[src/rtl/mode_mux_pkg.sv]
// Shared definitions for the registered mode multiplexer.
//   ST_RUN / ST_GUARD : FSM state encodings.
//   GUARD_W           : width of the dead-time counter.
//   ch_w()            : channel-select width for a given channel count, never below 1.
package mode_mux_pkg;

  localparam logic ST_RUN   = 1'b0;
  localparam logic ST_GUARD = 1'b1;

  localparam int unsigned GUARD_W = 8;

  function automatic int unsigned ch_w(input int unsigned n);
    return (n <= 2) ? 1 : $clog2(n);
  endfunction

endpackage

[src/rtl/mode_guard_ctr.sv]
// Loadable down counter that times the dead-time interval of a mode switch.
// It saturates at zero, so it idles at zero while no switch is in progress.
//   clk      : system clock, rising edge
//   rst_n    : asynchronous active-low reset, clears the count
//   load     : load load_val on the next edge; this takes priority over the decrement
//   load_val : value to load
//   zero     : count is zero
module mode_guard_ctr
  import mode_mux_pkg::*;
(
  input  logic               clk,
  input  logic               rst_n,
  input  logic               load,
  input  logic [GUARD_W-1:0] load_val,
  output logic               zero
);

  logic [GUARD_W-1:0] cnt_q, cnt_d;

  always_comb begin
    cnt_d = cnt_q;
    if (load) begin
      cnt_d = load_val;
    end else if (cnt_q != '0) begin
      cnt_d = cnt_q - GUARD_W'(1);
    end
  end

  always_ff @(posedge clk or negedge rst_n) begin
    if (!rst_n) begin
      cnt_q <= '0;
    end else begin
      cnt_q <= cnt_d;
    end
  end

  assign zero = (cnt_q == '0);

endmodule

[src/rtl/mode_mux_seq.sv]
// Registered N-channel mode multiplexer with a handshaked, guarded mode switch.
// Out of reset it selects channel RST_MODE. A mode change is requested with mode_req and
// mode_req_vld, and is accepted only in RUN. While the switch is in progress, dout_vld stays
// low for GUARD_CYCLES cycles, so downstream logic never sees a half-switched output.
//   clk, rst_n   : clock, asynchronous active-low reset
//   din          : flattened channels, channel k = din[k*WIDTH +: WIDTH]
//   mode_req     : requested channel
//   mode_req_vld : request valid
//   mode_req_rdy : request can be accepted (RUN only)
//   mode_cur     : active channel
//   dout         : registered output data
//   dout_vld     : dout is valid for mode_cur
//   mode_ack     : one-cycle pulse, the requested mode is active
//   mode_err     : one-cycle pulse, the request was out of range
// Build option MODE_MUX_BLANK_EN: when it is defined, dout is forced to zero for the whole
// guard interval. When it is undefined, dout holds the old channel's last value.
module mode_mux_seq
  import mode_mux_pkg::*;
#(
  parameter  int unsigned NCH          = 4,
  parameter  int unsigned WIDTH        = 4,
  parameter  int unsigned GUARD_CYCLES = 4,
  parameter  int unsigned RST_MODE     = 0,
  localparam int unsigned CH_W         = ch_w(NCH)
) (
  input  logic                 clk,
  input  logic                 rst_n,
  input  logic [NCH*WIDTH-1:0] din,
  input  logic [CH_W-1:0]      mode_req,
  input  logic                 mode_req_vld,
  output logic                 mode_req_rdy,
  output logic [CH_W-1:0]      mode_cur,
  output logic [WIDTH-1:0]     dout,
  output logic                 dout_vld,
  output logic                 mode_ack,
  output logic                 mode_err
);

  logic [WIDTH-1:0] ch [NCH];

  for (genvar k = 0; k < NCH; k++) begin : g_ch
    assign ch[k] = din[k*WIDTH +: WIDTH];
  end

  logic             state_q, state_d;
  logic [CH_W-1:0]  mode_cur_q, mode_cur_d;
  logic [CH_W-1:0]  pend_q, pend_d;
  logic [WIDTH-1:0] dout_q, dout_d;
  logic             vld_q, vld_d;
  logic             ack_q, ack_d;
  logic             err_q, err_d;
  logic             ctr_load;
  logic             guard_zero;
  logic             req_in_range;

  // Codes from NCH up to 2^CH_W-1 exist only when NCH is not a power of two.
  assign req_in_range = (32'(mode_req) < NCH);

  always_comb begin
    state_d    = state_q;
    mode_cur_d = mode_cur_q;
    pend_d     = pend_q;
    dout_d     = dout_q;
    vld_d      = vld_q;
    ack_d      = 1'b0;
    err_d      = 1'b0;
    ctr_load   = 1'b0;
    case (state_q)
      ST_RUN: begin
        dout_d = ch[mode_cur_q];
        vld_d  = 1'b1;
        if (mode_req_vld) begin
          if (!req_in_range) begin
            err_d = 1'b1;
          end else if (mode_req == mode_cur_q) begin
            ack_d = 1'b1;
          end else begin
            pend_d   = mode_req;
            ctr_load = 1'b1;
            state_d  = ST_GUARD;
            vld_d    = 1'b0;
`ifdef MODE_MUX_BLANK_EN
            dout_d   = '0;
`endif
          end
        end
      end
      ST_GUARD: begin
        // dout is not reloaded here. It keeps the blanked or stale value until the switch ends.
        if (guard_zero) begin
          state_d    = ST_RUN;
          mode_cur_d = pend_q;
          dout_d     = ch[pend_q];
          vld_d      = 1'b1;
          ack_d      = 1'b1;
        end
      end
      default: state_d = ST_RUN;
    endcase
  end

  always_ff @(posedge clk or negedge rst_n) begin
    if (!rst_n) begin
      state_q    <= ST_RUN;
      mode_cur_q <= CH_W'(RST_MODE);
      pend_q     <= CH_W'(RST_MODE);
      dout_q     <= '0;
      vld_q      <= 1'b0;
      ack_q      <= 1'b0;
      err_q      <= 1'b0;
    end else begin
      state_q    <= state_d;
      mode_cur_q <= mode_cur_d;
      pend_q     <= pend_d;
      dout_q     <= dout_d;
      vld_q      <= vld_d;
      ack_q      <= ack_d;
      err_q      <= err_d;
    end
  end

  // The counter is loaded with GUARD_CYCLES-1 because the edge on which it reads zero is
  // itself the last guard cycle.
  mode_guard_ctr u_guard_ctr (
    .clk      (clk),
    .rst_n    (rst_n),
    .load     (ctr_load),
    .load_val (GUARD_W'(GUARD_CYCLES - 1)),
    .zero     (guard_zero)
  );

  assign mode_req_rdy = (state_q == ST_RUN);
  assign mode_cur     = mode_cur_q;
  assign dout         = dout_q;
  assign dout_vld     = vld_q;
  assign mode_ack     = ack_q;
  assign mode_err     = err_q;

endmodule

[config.mk]
export PLATFORM = sky130hd
export DESIGN_NAME = mode_mux_seq
export DESIGN_NICKNAME = d
export VERILOG_FILES = /design/src/rtl/mode_mux_pkg.sv /design/src/rtl/mode_guard_ctr.sv /design/src/rtl/mode_mux_seq.sv
export SDC_FILE = /design/constraint.sdc
export NUM_CORES = 1
export LEC_CHECK = 0
export ABC_AREA = 1
export BUFFER_PORTS_ARGS = -buffer_cell sky130_fd_sc_hd__clkbuf_2
export CORE_MARGIN = 5
export CORE_UTILIZATION = 30
export DETAILED_ROUTE_END_ITERATION = 8
export PLACE_DENSITY = 0.61
export RECOVER_POWER = 25
export REMOVE_ABC_BUFFERS = 1
export SLEW_MARGIN = 10
export SYNTH_ARGS = -nofsm -noshare
export SYNTH_HDL_FRONTEND = slang
export SYNTH_SLANG_ARGS = --single-unit
[constraint.sdc]
create_clock -name clk -period 1.9 [get_ports clk]
set_input_delay 0.38 -clock clk [delete_from_list [all_inputs] [get_ports clk]]
set_output_delay 0.38 -clock clk [all_outputs]
set_load 0.03 [all_outputs]
==> out/qor.csv <==
metric;value;unit
yosys_register_bits;19;
max_freq;616.5;MHz
syn_area;1267;sq um
synth_top_area_share;0.3751;
yosys_warnings;0;
cts_root_buffer;clkbuf_8;
drc;0;
layout_common_cells;nand2_1 (62), inv_1 (28), nand3_1 (28), clkbuf_2 (28), nor2_1 (24);
p_leak;0.8553;nW
grt_overflow;0;
gp_congestion;0.8113;
nets;249;
firstDrtPassIters;4;
seq_area_frac_synth;0.3751;
ys_types;20;
cts-hold-fix-buffers;0;
synth_area_leader_cell;dfrtp_1;
die_h;75;um
antenna_cells;0;
ctsResizeCount;0;
numPortBuffers;29;
clk-insertion-delay-late;0.25;ns
numCtsBuffers;3;
clkTransAtPathRegs;0.07;ns
rsz0062_at_grt;false;
grt_max_degree;20;
syn_to_final_growth;17.08;%
total_power;2.286;mW
synth_cells;198;
grt_pass1_wl;5.181;mm
run_status;complete, no violations;
maxSlewHeadroom;0.3304;
row_count;23;
hold_class;input port to asynchronous set/reset pin;
path_class;register to register;
crit_fanout;11;
cp_cell_sequence;inv_1 > ha_1 > nand2_1 > nor2_1 > nand2_1 > nor2_1 > nand2_1 > nand3_1;
min_period;1.622;ns
drive_gt1_frac;0.1858;
fp.coreArea;4058;sq um
end_kind;register;
maxSlewViolCount;0;
yosys-top-cells-area;dfrtp_1 (38%), nand2_1 (18%), nand3_1 (11%);
crit_path_top_delay_cell;dfrtp_1;
antenna_found_initial;0;
vias;1237;
setup_viol;0;
final-hold-violation-count;0;
critPathMostFrequentCell;nand2_1;
drt-total-wl;2.997;mm
cts_setup_buffers;0;
ir_worst_vdd;0.4348;mV
drv_cap;0;
critical_path.max_stage_delay;0.40;ns
clockBufferDepth;2;
start_util;0.3124;
crit_required;2.09;ns
via_per_inst;4.482;
fp.dieW;75;um
io_pins;31;
place.detailed.hpwl;2.384;mm
drt-initial-drc-count;48;
tns;0;ns
critPathLaunch;u_guard_ctr.cnt_q[0];
clock-skew-final;0.001744;ns
r2r-start;u_guard_ctr.cnt_q[0];
grt_pass1_vias;1152;
cts_tree;built;
worst_pin_slew;1.004;ns
clkSinkCount;19;
period_share;0.8537;
critPathLaunchType;register;
dieArea;5625;sq um
final_common_cell;nand2_1;
syn_area_per_cell;6.401;sq um
grt_use_total;0.1177;
avgRoutedWirePerCell;10.86;um
ant_nets;0;
cts_max_level;1;
powerDensity;1541;nW/um^2
cp.arrival;1.81;ns
[cell families (layout without fill, tap and decap cells)]
family / count (synthesis) / count (layout) / share of synthesized area
AND/OR/NAND/NOR: 118 / 118 / 0.3889
buffers and inverters: 38 / 66 / 0.1293
AO/OA/AOI/OAI: 20 / 20 / 0.08687
flip-flops: 19 / 19 / 0.3751
adder cells (fa/ha/maj): 1 / 1 / 0.009870
other: 1 / 1 / 0.002959
XOR/XNOR: 1 / 1 / 0.006911
[where the power goes]
part           switching, mW  internal [mW]
logic                  0.807          0.412
registers              0.198          0.586
clock network          0.137          0.146
[layout make-up]
| type | count | area (sq um) |
|---|---|---|
| Inverter | 32 | 120.1 |
| Clock inverter | 1 | 5.005 |
| Sequential cell | 19 | 475.5 |
| Tap cell | 50 | 62.56 |
| Clock buffer | 3 | 41.29 |
| Multi-Input combinational cell | 141 | 628.1 |
| Timing Repair Buffer | 30 | 151.4 |
| Fill cell | 447 | 2574 |
[worst max-delay path, delay by kind of cell (launching register included)]
kind / cells / cell delay [ns]
flip-flops: 1 / 0.40
adder cells (fa/ha/maj): 1 / 0.19
AND/OR/NAND/NOR: 6 / 0.87
buffers and inverters: 1 / 0.10
[path summary, 6_finish.rpt]
kind                                         to  slack (ns)  cells past startpoint
max in group asynchronous  u_guard_ctr.cnt_q[0]        1.03                      1
setup / recovery                        dout[2]        0.28                      8
min in group clk                      pend_q[0]        0.38                      3
hold reg to reg                        dout_vld        0.52                      2
setup reg to reg                        dout[2]        0.28                      8
hold / removal             u_guard_ctr.cnt_q[6]        0.27                      1
[Yosys cell counts (all sizes together)]
library cell	count
nand2	65
inv	31
nand3	28
nor2	25
dfrtp	19
o21ai	17
buf	6
a21oi	2
clkinv	1
conb	1
ha	1
o211ai	1
xor2	1
[flip-flops by register name, summed over array words and instances (netlist names)]
name,count
state_q,1
mode_cur,2
u_guard_ctr.cnt_q,8
dout,4
dout_vld,1
pend_q,2
mode_ack,1
[metal layers]
layer | up-vias | track usage | part of all wire
met5 | - | 0 | 0
met4 | 0 | 0.03557 | 0.012
met3 | 4 | 0.008011 | 0.023
met2 | 20 | 0.1818 | 0.46
met1 | 547 | 0.1756 | 0.51
li1 | 666 | - | -
[per-stage QoR]
stage / instance area, sq um / util / worst slack [ns] / std cells / hold WS [ns]
3_3_place_gp: 1439 / 0.3546 / 0.3656 / 272 / 0.3635
3_5_place_dp: 1439 / 0.3546 / 0.3036 / 272 / 0.3595
6_report: 1484 / 0.3657 / 0.2779 / 276 / 0.2687
2_1_floorplan: 1224 / - / 0.4437 / 192 / 0.08441
4_1_cts: 1485 / 0.3660 / 0.2753 / 276 / 0.07444
5_1_grt: 1484 / 0.3657 / 0.1104 / 276 / 0.3753
Power figures use the tool's default switching activity.
